**src/rtl/sign_text_pkg.sv**
```systemverilog
// Shared constants, debounce state encoding and the
// sign-code to ASCII mapping for the sign text emitter.
package sign_text_pkg;

  localparam logic [3:0] NO_SIGN = 4'hF;

  typedef enum logic [1:0] {
    IDLE,
    TRACK,
    LOCKED
  } state_t;

  function automatic logic [7:0] sign_to_ascii(
    input logic [3:0] s
  );
    logic [7:0] v;
    v = {4'h0, s};
    if (s < 4'd10) return 8'h30 + v;
    return 8'h37 + v;
  endfunction

endpackage

```
**src/rtl/sign_char_fifo.sv**
```systemverilog
// Synchronous character FIFO with registered storage,
// async active-low reset and synchronous clear.
module sign_char_fifo #(
  parameter int DEPTH = 8,
  localparam int AW = $clog2(DEPTH),
  localparam int CW = AW + 1
) (
  input  logic          clk,
  input  logic          rst,
  input  logic          clear,
  input  logic          push,
  input  logic [7:0]    din,
  input  logic          pop,
  output logic [7:0]    dout,
  output logic          full,
  output logic          empty,
  output logic [CW-1:0] count
);

  logic [7:0]    mem [DEPTH];
  logic [AW-1:0] wr_ptr;
  logic [AW-1:0] rd_ptr;
  logic          do_push;
  logic          do_pop;

  assign empty = (count == '0);
  assign full  = (count == CW'(DEPTH));
  assign do_pop  = pop && !empty;
  // a pop frees the slot, so a full FIFO still accepts
  assign do_push = push && (!full || do_pop);
  assign dout    = mem[rd_ptr];

  always_ff @(posedge clk or negedge rst) begin
    if (!rst) begin
      for (int i = 0; i < DEPTH; i++) mem[i] <= '0;
    end else if (clear) begin
      for (int i = 0; i < DEPTH; i++) mem[i] <= '0;
    end else if (do_push) begin
      mem[wr_ptr] <= din;
    end
  end

  always_ff @(posedge clk or negedge rst) begin
    if (!rst) begin
      wr_ptr <= '0;
      rd_ptr <= '0;
      count  <= '0;
    end else if (clear) begin
      wr_ptr <= '0;
      rd_ptr <= '0;
      count  <= '0;
    end else begin
      if (do_push) wr_ptr <= wr_ptr + AW'(1);
      if (do_pop)  rd_ptr <= rd_ptr + AW'(1);
      unique case ({do_push, do_pop})
        2'b10:   count <= count + CW'(1);
        2'b01:   count <= count - CW'(1);
        default: count <= count;
      endcase
    end
  end

endmodule

```
**src/rtl/sign_text_emitter.sv**
```systemverilog
// Debounces per-frame sign codes, suppresses repeats and
// streams committed signs as ASCII through a small FIFO.
module sign_text_emitter
  import sign_text_pkg::*;
#(
  parameter int STABLE_FRAMES = 4,
  parameter int FIFO_DEPTH    = 8,
  localparam int CW = $clog2(FIFO_DEPTH) + 1
) (
  input  logic          clk,
  input  logic          rst,
  input  logic [3:0]    sign_value,
  input  logic          sign_valid,
  input  logic          clear,
  output logic [7:0]    char_data,
  output logic          char_valid,
  input  logic          char_ready,
  output logic [CW-1:0] fifo_count,
  output logic          overflow
);

  localparam logic [3:0] SF = 4'(STABLE_FRAMES);

  state_t     state_q, state_d;
  logic [3:0] cand_q, cand_d;
  logic [3:0] cnt_q, cnt_d;
  logic [3:0] last_q, last_d;
  logic [3:0] run_cnt;
  logic       match;
  logic       commit;
  logic       push;
  logic       pop;
  logic       full;
  logic       empty;
  logic       ovf_q;

  always_comb begin
    state_d = state_q;
    cand_d  = cand_q;
    cnt_d   = cnt_q;
    last_d  = last_q;
    commit  = 1'b0;
    match   = (sign_value == cand_q);
    run_cnt = match ? cnt_q + 4'd1 : 4'd1;
    // a locked sign simply holds while it keeps repeating
    if (sign_valid && !(state_q == LOCKED && match)) begin
      cand_d = sign_value;
      cnt_d  = run_cnt;
      if (run_cnt == SF) begin
        commit  = 1'b1;
        state_d = LOCKED;
        last_d  = sign_value;
      end else begin
        state_d = TRACK;
      end
    end
  end

  assign push = commit && !clear &&
                (sign_value != NO_SIGN) &&
                (sign_value != last_q);
  assign pop  = char_valid && char_ready;

  always_ff @(posedge clk or negedge rst) begin
    if (!rst) begin
      state_q <= IDLE;
      cand_q  <= NO_SIGN;
      cnt_q   <= '0;
      last_q  <= NO_SIGN;
    end else if (clear) begin
      state_q <= IDLE;
      cand_q  <= NO_SIGN;
      cnt_q   <= '0;
      last_q  <= NO_SIGN;
    end else begin
      state_q <= state_d;
      cand_q  <= cand_d;
      cnt_q   <= cnt_d;
      last_q  <= last_d;
    end
  end

  always_ff @(posedge clk or negedge rst) begin
    if (!rst) begin
      ovf_q <= 1'b0;
    end else if (clear) begin
      ovf_q <= 1'b0;
    end else if (push && full && !pop) begin
      ovf_q <= 1'b1;
    end
  end

  sign_char_fifo #(
    .DEPTH (FIFO_DEPTH)
  ) u_fifo (
    .clk   (clk),
    .rst   (rst),
    .clear (clear),
    .push  (push),
    .din   (sign_to_ascii(sign_value)),
    .pop   (pop),
    .dout  (char_data),
    .full  (full),
    .empty (empty),
    .count (fifo_count)
  );

  assign char_valid = !empty;
  assign overflow   = ovf_q;

endmodule

```
**config.mk**
```make
export PLATFORM = sky130hd
export DESIGN_NAME = sign_text_emitter
export DESIGN_NICKNAME = d
export VERILOG_FILES = /design/src/rtl/sign_text_pkg.sv /design/src/rtl/sign_char_fifo.sv /design/src/rtl/sign_text_emitter.sv
export SDC_FILE = /design/constraint.sdc
export NUM_CORES = 1
export LEC_CHECK = 0
export ABC_AREA = 1
export BUFFER_PORTS_ARGS = -buffer_cell sky130_fd_sc_hd__buf_4
export CAP_MARGIN = 20
export CELL_PAD_IN_SITES_DETAIL_PLACEMENT = 1
export CELL_PAD_IN_SITES_GLOBAL_PLACEMENT = 2
export CORE_UTILIZATION = 33
export CTS_CLUSTER_SIZE = 16
export DETAILED_ROUTE_END_ITERATION = 10
export HOLD_SLACK_MARGIN = 0.06
export PLACE_DENSITY = 0.74
export SLEW_MARGIN = 20
export SYNTH_ARGS = -nofsm -noshare
export SYNTH_HDL_FRONTEND = slang
export SYNTH_SLANG_ARGS = --single-unit
export TNS_END_PERCENT = 50
```
**constraint.sdc**
```tcl
create_clock -name clk -period 2.31 [get_ports clk]
set_input_delay 0.231 -clock clk [delete_from_list [all_inputs] [get_ports clk]]
set_output_delay 0.231 -clock clk [all_outputs]
set_load 0.005 [all_outputs]
```
Yosys cells after proc, flatten, opt, wreduce, memory -nomap -nowiden
Index checks and enable logic that the tools add are counted.

storage, ports and cells
  output and inout port bits = 14
  bits of input ports = 9
  word-level logic and storage cells = 94
  bits in latches = 0
  bits in read-only memories = 0
  register bits after elaboration = 89
  bits in writable memories = 0
  memories = 0

operators by class
  eq/ne operators = 8
  div/mod/pow operators = 0
  multiply operators = 0
  reduce and logical (&&, ||, !) cells = 25
  shift operators = 0
  add/subtract/negate cells = 7
  bitwise gates (word level) = 2
  muxes and demuxes = 32
  order comparisons = 4

operators with widths
  cell                                                         count
  2-to-1 mux 64 bit                                            2
  bitwise mux 64 bit                                           1
  2-to-1 mux 8 bit                                             5
  2-to-1 mux 4 bit                                             9
  binary-select mux 8 bit (select 3 bit)                       1
  demux 8 bit (select 3 bit)                                   1
  adder 6 x 4 -> 7 bit (first input constant)                  2
  2-to-1 mux 3 bit                                             4
  logical AND 1 bit                                            11
  nonzero test 2 bit                                           5
  adder 4 x 1 -> 4 bit (second input constant)                 2
  >= comparator 4 bit (second input constant)                  2
  NOT 3 -> 4 bit                                               2
  one-hot mux 4 bit (2 select lines)                           1
  adder 3 x 1 -> 3 bit (second input constant)                 2
  2-to-1 mux 2 bit                                             3
  zero test 1 bit                                              5
  2-to-1 mux 1 bit                                             5
  equality test 2 bit (second input constant)                  2
  equality test 4 x 3 -> 1 bit (second input constant)         1
  equality test 4 bit                                          1
  equality test 4 bit (second input constant)                  1
  zero test 4 bit                                              1
  less-than comparator 4 x 1 -> 1 bit (second input constant)  1
  other kinds (8)                                              8

Longest topological paths before layout
Gate-level depths: netlist of run 1.

  depth in word-level cells = 12
  depth in mapped cells = 20
  mapped depth without buffers = 19

Cells and area by module
Synthesis of run 1 repeated with hierarchy kept, for this count alone.

second synthesis, totals
  cell total of the unflattened synthesis = 558
  area, all modules = 4644.5 µm²

modules (own cells, without submodules)
  module             seq. area each (µm²)  instances  area an instance (µm²)  cells an instance
  sign_char_fifo     1851.8                1          3612.2                  424
  sign_text_emitter  385.4                 1          1032.2                  134

Worst setup path before layout of run 1
No wires, ideal clock.

  kind = register -> register
  from = register cand_q[1]
  to = register u_fifo.count[3]
  path buffers = 0
  setup time = 0.118 ns
  data arrival time = 2.241 ns
  slack = -0.049 ns
  clock period less this slack = 2.359 ns
  cell stages (with the launch flop) = 19
  data required time = 2.192 ns
  path through = dfstp_2 inv_1 nand2_1 nand2_2 nor2_4 nand3_2 nor2_4 nand3_1 nand2_1 inv_1 ha_1 a21oi_1 nand2_1 xor2_1 inv_1 nand2_1 nand2_1 nand3_1 nand2_1

between the ends
  longest elaborated chain between the ends = 12
  elaborated cells between the ends (all ways) = 17
  classes of those cells = eq/ne (4); mux (5); reduce/logical (8)

ends and longest elaborated chain
  item                                                                 line                                              RTL
  from (decl)                                                          sign_text_emitter.sv:25                           logic [3:0] cand_q, cand_d;
  from (signal assigned)                                               sign_text_emitter.sv:77                           cand_q <= cand_d;
  equality test 4 bit *                                                sign_text_emitter.sv:43                           match = (sign_value == cand_q);
  2-to-1 mux 4 bit or logical AND 1 bit (tied branches)                sign_text_emitter.sv:44, sign_text_emitter.sv:46
  equality test 4 x 3 -> 1 bit or zero test 1 bit (tied branches)      sign_text_emitter.sv:49, sign_text_emitter.sv:46
  2-to-1 mux 1 bit or logical AND 1 bit (tied branches)                sign_text_emitter.sv:49, sign_text_emitter.sv:46
  2-to-1 mux 1 bit *                                                   sign_text_emitter.sv:46                           if (sign_valid && !(state_q == LOCKED && match)) begin
  logical AND 1 bit * (2 in series)                                    sign_text_emitter.sv:59                           assign push = commit && !clear &&
  logical AND 1 bit *                                                  sign_text_emitter.sv:60                           (sign_value != NO_SIGN) &&
  logical AND 1 bit *                                                  sign_char_fifo.sv:30                              assign do_push = push && (!full || do_pop);
  equality test 2 x 1 -> 1 bit or equality test 2 bit (tied branches)  sign_char_fifo.sv:55                              unique case ({do_push, do_pop})
  one-hot mux 4 bit (2 select lines)                                   sign_char_fifo.sv:55
  2-to-1 mux 4 bit                                                     sign_char_fifo.sv:48                              end else if (clear) begin
  to (signal assigned)                                                 sign_char_fifo.sv:56                              2'b10: count <= count + CW'(1);
  to (signal assigned)                                                 sign_char_fifo.sv:57                              2'b01: count <= count - CW'(1);
  to (signal assigned)                                                 sign_char_fifo.sv:58                              default: count <= count;
  to (decl)                                                            sign_char_fifo.sv:17                              output logic [CW-1:0] count

Mark *: on every way between the ends. The rest lies on a longest branch, timed or not.
A chain may end at the register's enable or synchronous reset.

Final worst setup path of run 1
Same ends and word-level chain as after synthesis.

==> qor.yml, run 1 <==
run_status: "finished with violations"
violations: "setup timing"
number_of_buffers_inserted_by_port_buffering: 21
route.detailed.vias_per_inst: 4.80
design_internal_power_mw: 2.80
post-synth-top-area-cell: "dfrtp_1"
dominantRegCellSynth: "dfrtp_1"
syn2layout_area_growth_pct: 27.3
critical_path.max_fanout: 4
floorplan.die_area_sq_um: 13700
final_cycle_share_pct: 102
fraction_of_layout_cells_with_a_size_suffix_above_1_pct: 23.9
routed_wirelength_um: 12900
cts-root-to-sink-buffers: 2
timing.max_slew.rel_slack_pct: 62.9
synth.top_cell.area_share_pct: 41.7
grtUsageTotal_pct: 20.6
count_of_final_max_slew_check_failures: 0
swShare_pct: 33.3
postSynth.asyncResetShare_pct: 100
maxClockFrequency_ghz: 0.425
worstSetupEndpointType: "flop"
postSynthCellCount: 566
total_power_mw: 4.20
final_critical_path_setup_slack_ps: -43.8
count_of_endpoints_failing_setup_in_the_final_report: 3
synth_most_common_cell: "nand2_1"
vdd_ir_drop_max_v: 0.000429
ys_ff_latch: 81
first_iter_violations: 199
power.net_switching_mw: 1.40
mappedNetlistNets: 583
setup.worst_path.class: "reg2reg"
yosysUniqueCellTypes: 33
setup.worst_path.start_class: "flop"
final_nets: 651
p_seq_share_pct: 36.3
power_leakage_nw: 3.00
insertion_delay_ps: 350
tritoncts.num_buffers: 9
syn-cell-area_sq_um: 4380
pin_slew_with_the_least_headroom_to_its_limit_ps: 555
finalCriticalPeriod_ps: 2350
synth_top_cells_by_area: "dfrtp_1 42%, nand2_1 18%, nor2_1 6.4%, dfstp_2 4.8%, o21ai_0 4.8%"
fp.coreArea_sq_um: 12800
postPlaceCellArea_sq_um: 4930
rsz_0062_raised_after_global_routing: "yes"
detailedRoute.firstPassIterationCount: 4
floorplan.die.height_um: 117
postLayoutCellArea_sq_um: 5580
place.detailed.hpwl_um: 8810
fillers: 1532
clkTransAtPathRegs_ps: 60
clock-skew-final_ps: 8.36
route.detailed.wl_per_inst_um: 15.9
cts_tree: "yes"
max_cap_viols: 0
detail_route.drc_violations: 0
number_of_antenna_violations_at_the_first_check_in_global_routing: 0
power.clock.fraction_pct: 33.4
die_x_um: 117
top_level_ports: 23
share_comb_of_total_power_pct: 30.3
antenna_left: 0
number_of_cell_rows: 41
synth_seq_area_share_pct: 46.5
globalRoute.totalOverflow: 0
initial_core_util_pct: 34.3
timing.final.hold_violations: 0
dr_total_vias: 3889
grt_pass1_wl_um: 20700
antenna-diode-count: 0
grt_pass1_vias: 3917
postSynthAreaPerCell_sq_um: 7.74
p_per_area_nw_per_um2: 752
synth_common_cells: "209 x nand2_1, 75 x nor2_1, 73 x dfrtp_1, 42 x o21ai_0, 33 x inv_1"
grt_max_degree: 47
clock_tree.htree_level_count: 3
synth_edf_count: 0
cts_sinks: 81
routability_driven_placement_congestion_ratio: 0.804
synth.yosys.warnings: 0
worstHoldPathType: "in2reg"
arrival_ps: 2590
worst-endpoint-required_ps: 2550
ctsRootBufferMaster: "clkbuf_16"
kinds of logic (layout without fill, tap and decap cells):
family          Yosys count  count (layout)  share of synthesized area [%]
compound gates           71              71                           8.77
fa+ha+maj                 8               8                           2.46
flops                    81              81                           46.5
buf+inv                  55             127                           4.94
xor+xnor                  8               8                           1.60
simple gates            342             343                           35.7
other cells               1               1                         0.0856
critical path, stage by stage (launching register included):
cell,delay (ps)
dfstp_2,540
inv_2,40
nand2_1,60
nand2_2,60
nor2_4,170
nand4_1,130
nor2_1,130
nand3_2,100
nand2_2,80
inv_2,60
ha_1,280
nand3_2,80
nand2_2,80
xor2_2,150
inv_1,50
nand2_1,60
nand2_1,40
nand3_1,70
nand2_1,50
what timing repair did:
action / in CTS / in global routing
gates resized for setup: 5 / 42
setup endpoints to repair: 3 / 65
pin swaps: 3 / 26
hold buffers: 1 / 0
buffers inserted: 1 / 20
gates cloned: 0 / 1
hold endpoints to repair: 27 / 0
per-layer routing:
layer	vias to the layer above	routed length, um	track usage, %	share of wire [%]
met5	-	0	0	0
met4	0	193	7.17	1.5
met3	11	330	4.17	2.6
met2	52	6150	34.0	48
met1	1899	6230	26.7	48
li1	1927	-	-	-
area by class of cell:
type | count | area (sq um) | area share (%)
multi-input combinational | 431 | 2280 | 40.9
sequential | 81 | 2040 | 36.5
timing repair buffer | 72 | 607 | 10.9
clock buffer | 14 | 274 | 4.91
tap | 172 | 215 | 3.86
inverter | 39 | 150 | 2.69
clock inverter | 2 | 12.5 | 0.224
state kept, by name, indices dropped and copies added, names as in the netlist:
| register | count |
|---|---|
| cnt_q | 4 |
| overflow | 1 |
| u_fifo.wr_ptr | 3 |
| u_fifo.count | 4 |
| u_fifo.mem | 56 |
| last_q | 4 |
| u_fifo.rd_ptr | 3 |
| state_q | 2 |
| cand_q | 4 |
power by group through the flow:
stage                     clock (mW)  sequential [mW]  combinational [mW]
after global placement             0             1.54                1.19
after CTS                       1.45             1.52                1.22
final                           1.40             1.52                1.27
after floorplan                    0             1.55               0.649
after detailed placement           0             1.54                1.21
after global routing            1.49             1.53                1.42
layout by cell type (no fill, tap or decap), drive strengths merged, types with 7 or more instances in the layout:
cell type and count:
ha 7, o21ai 45, o22ai 7, buf 71, a31oi 8, dfrtp 73
clkbuf 14, nand3 29, a21oi 7, nand2 213, inv 37, dfstp 8
nor2 96
per-stage QoR:
step	utilization, %	worst slack, ps	hold WS (ps)	TNS, ps	std cells
finish	43.7	-43.8	148	-57.0	811
global placement	38.6	-53.9	242	-53.9	772
CTS	41.1	-95.2	133	-95.2	790
global route	43.7	-225	153	-4750	811
floorplan	-	2.99	-64.6	0	566
detailed placement	38.6	-157	248	-157	772
path summary, 6_finish.rpt:
path,slack [ps],cells after the start,start,to
worst max-delay path,-40,18,cand_q[1],u_fifo.count[3]
worst min-delay path,150,3,sign_value[3],last_q[3]
worst max register to register,-40,18,cand_q[1],u_fifo.count[3]
worst min register to register,460,2,u_fifo.mem[16],u_fifo.mem[16]
max in group asynchronous,1280,3,rst,u_fifo.rd_ptr[2]
min in group asynchronous,390,2,rst,u_fifo.mem[3]
Power figures use the tool's default switching activity.
==> inputs of run 2 (changes only) <==
--- a/config.mk
+++ b/config.mk
@@ -15,6 +15,7 @@
 export DETAILED_ROUTE_END_ITERATION = 10
 export HOLD_SLACK_MARGIN = 0.06
 export PLACE_DENSITY = 0.74
+export RECOVER_POWER = 100
 export SLEW_MARGIN = 20
 export SYNTH_ARGS = -nofsm -noshare
 export SYNTH_HDL_FRONTEND = slang
==> run 2 against run 1 <==
- largest cell class unchanged
- clock power is essentially flat
- critical path depth stayed put
- the run still ends with setup timing left
- combinational power hardly changed
- highest routed layer unchanged
- worst setup slack lost 0.96 ps
- clock-buffer cell count unchanged
- register-to-register slack is essentially flat
- first-iteration DRC count increased by 5.0%
==> qor.yml, run 2 (synthesized netlist as in run 1, its figures left out) <==
number_of_buffers_inserted_by_port_buffering: 21  # unchanged
grtUsageTotal_pct: 20.6  # unchanged
detailedRoute.firstPassIterationCount: 4  # unchanged
first_iter_violations: 209  # +5.0%
timing.setup.tns_ps: -67.6  # -10.6 ps
setup.worst_path.start_class: "flop"
die_x_um: 117  # unchanged
antenna-diode-count: 0  # unchanged
grt_pass1_vias: 3917  # unchanged
route.detailed.vias_per_inst: 4.76  # -0.72%
routability_driven_placement_congestion_ratio: 0.804  # unchanged
timing.final.hold_violations: 0  # unchanged
top_level_ports: 23  # unchanged
met3_wirelength_um: 356  # +7.9%
rsz_0062_raised_after_global_routing: "yes"
post-route-util_pct: 43.5  # -0.15 points
maxClockFrequency_ghz: 0.425  # about the same
setup.worst_path.class: "reg2reg"
globalRoute.totalOverflow: 0  # unchanged
worstSetupEndpointType: "flop"
final_critical_path_setup_slack_ps: -44.8  # -0.956 ps
arrival_ps: 2590  # about the same
finalCriticalPeriod_ps: 2350  # +0.956 ps
final_nets: 651  # unchanged
max_cap_viols: 0  # unchanged
initial_core_util_pct: 34.3  # unchanged
layout_common_cells: "196 x nand2_1, 75 x nor2_1, 73 x dfrtp_1"
number_of_cell_rows: 41  # unchanged
most_common_cell_after_layout_fill_and_taps_aside: "nand2_1"
detail_route.drc_violations: 0  # unchanged
tritoncts.num_buffers: 9  # unchanged
postPlaceCellArea_sq_um: 4930  # unchanged
grt_max_degree: 47  # unchanged
route.detailed.wl_per_inst_um: 15.9  # -0.26%
timing.max_slew.rel_slack_pct: 35.8  # -27 points
largest_register_ffs: 56  # unchanged
worstHoldPathType: "in2reg"
count_of_final_max_slew_check_failures: 0  # unchanged
run_status: "finished with violations"
ctsRootBufferMaster: "clkbuf_16"
critical_path.max_fanout: 4  # unchanged
power_leakage_nw: 2.99  # -0.35%
floorplan.die_area_sq_um: 13700  # unchanged
pin_slew_with_the_least_headroom_to_its_limit_ps: 963  # +408 ps
antenna_left: 0  # unchanged
place.detailed.hpwl_um: 8810  # unchanged
violations: "setup timing"
fillers: 1536  # +0.26%
grt_pass1_wl_um: 20700  # unchanged
fraction_of_layout_cells_with_a_size_suffix_above_1_pct: 23.8  # -0.16 points
met2_length_um: 6190  # +0.60%
routed_wirelength_um: 12900  # -0.26%
final_cycle_share_pct: 102  # about the same
cts_sinks: 81  # unchanged
clkTransAtPathRegs_ps: 60  # about the same
highest-signal-layer: "met4"
total_power_mw: 4.18  # -0.32%
fp.coreArea_sq_um: 12800  # unchanged
worst-endpoint-required_ps: 2550  # about the same
vdd_ir_drop_max_v: 0.000430  # +0.30%
clock-skew-final_ps: 8.33  # -0.0305 ps
insertion_delay_ps: 350  # about the same
largest_register: "u_fifo.mem"
p_per_area_nw_per_um2: 753  # about the same
postLayoutCellArea_sq_um: 5560  # -0.34%
syn2layout_area_growth_pct: 26.9
clock_tree.htree_level_count: 3  # unchanged
preCtsSetupSlack_ps: -157  # unchanged
dr_total_vias: 3861  # -0.72%
cts-root-to-sink-buffers: 2  # unchanged
floorplan.die.height_um: 117  # unchanged
number_of_antenna_violations_at_the_first_check_in_global_routing: 0  # unchanged
cts_tree: "yes"
count_of_endpoints_failing_setup_in_the_final_report: 5  # +2
m1WireLength_um: 6160  # -1.2%
-- run 2: changes by cell type in the layout (fill, tap and decap cells not counted) --
cell and change:
buf_12 -1, buf_4 -4, clkbuf_1 +1, clkbuf_2 +1, clkbuf_4 +3
-- run 2: final cells by class --
| cell class | instances | area [sq um] | share of cell area (%) |
|---|---|---|---|
| Tap cell | 172 | 215 | 3.87 |
| Multi-Input combinational cell | 431 | 2280 | 41.1 |
| Sequential cell | 81 | 2040 | 36.6 |
| Inverter | 39 | 150 | 2.70 |
| Timing Repair Buffer | 72 | 588 | 10.6 |
| Clock buffer | 14 | 274 | 4.93 |
| Clock inverter | 2 | 12.5 | 0.225 |
-- run 2: worst paths after layout --
path / from / end / slack [ps] / cells past startpoint
max in group asynchronous: rst / u_fifo.rd_ptr[0] / 440 / 3
hold reg to reg: u_fifo.mem[16] / u_fifo.mem[16] / 460 / 2
hold / removal: sign_value[3] / last_q[3] / 150 / 3
setup / recovery: cand_q[1] / u_fifo.count[3] / -40 / 18
setup reg to reg: cand_q[1] / u_fifo.count[3] / -40 / 18
min in group asynchronous: rst / u_fifo.mem[3] / 570 / 2
-- run 2: through the flow --
step | std cells | hold WS (ps)
after global placement | 772 | 242
after detailed placement | 772 | 248
final | 811 | 149
after floorplan | 566 | -64.6
after CTS | 790 | 133
after global routing | 811 | 153
-- run 2: report_power, final --
part           internal, mW  leakage [nW]  switching [mW]  total, mW
clock network         0.816         0.139           0.585       1.40
logic                 0.498          1.75           0.761       1.26
registers              1.48          1.10          0.0471       1.52
-- run 2: layer usage --
metal | vias up | GRT usage, %
met5 | - | 0
met4 | 0 | 7.17
met3 | 8 | 4.17
met2 | 51 | 34.0
met1 | 1873 | 26.7
li1 | 1929 | -
-- run 2: timing repair --
item	in CTS	in global routing
pin swaps	3	26
setup endpoints to repair	3	65
cloned	0	1
setup buffers	1	20
endpoints found under the hold margin	27	0
resized for setup	5	42
hold buffers	1	0
-- run 2: worst max-delay path, cell delays in order (launching register included) --
cell and delay [ps]:
dfstp_2 540, inv_2 40, nand2_1 60, nand2_2 60, nor2_4 170, nand4_1 130, nor2_1 130, nand3_2 100
nand2_2 80, inv_2 60, ha_1 280, nand3_2 80, nand2_2 80, xor2_2 150, inv_1 50, nand2_1 60
nand2_1 40, nand3_1 70, nand2_1 50
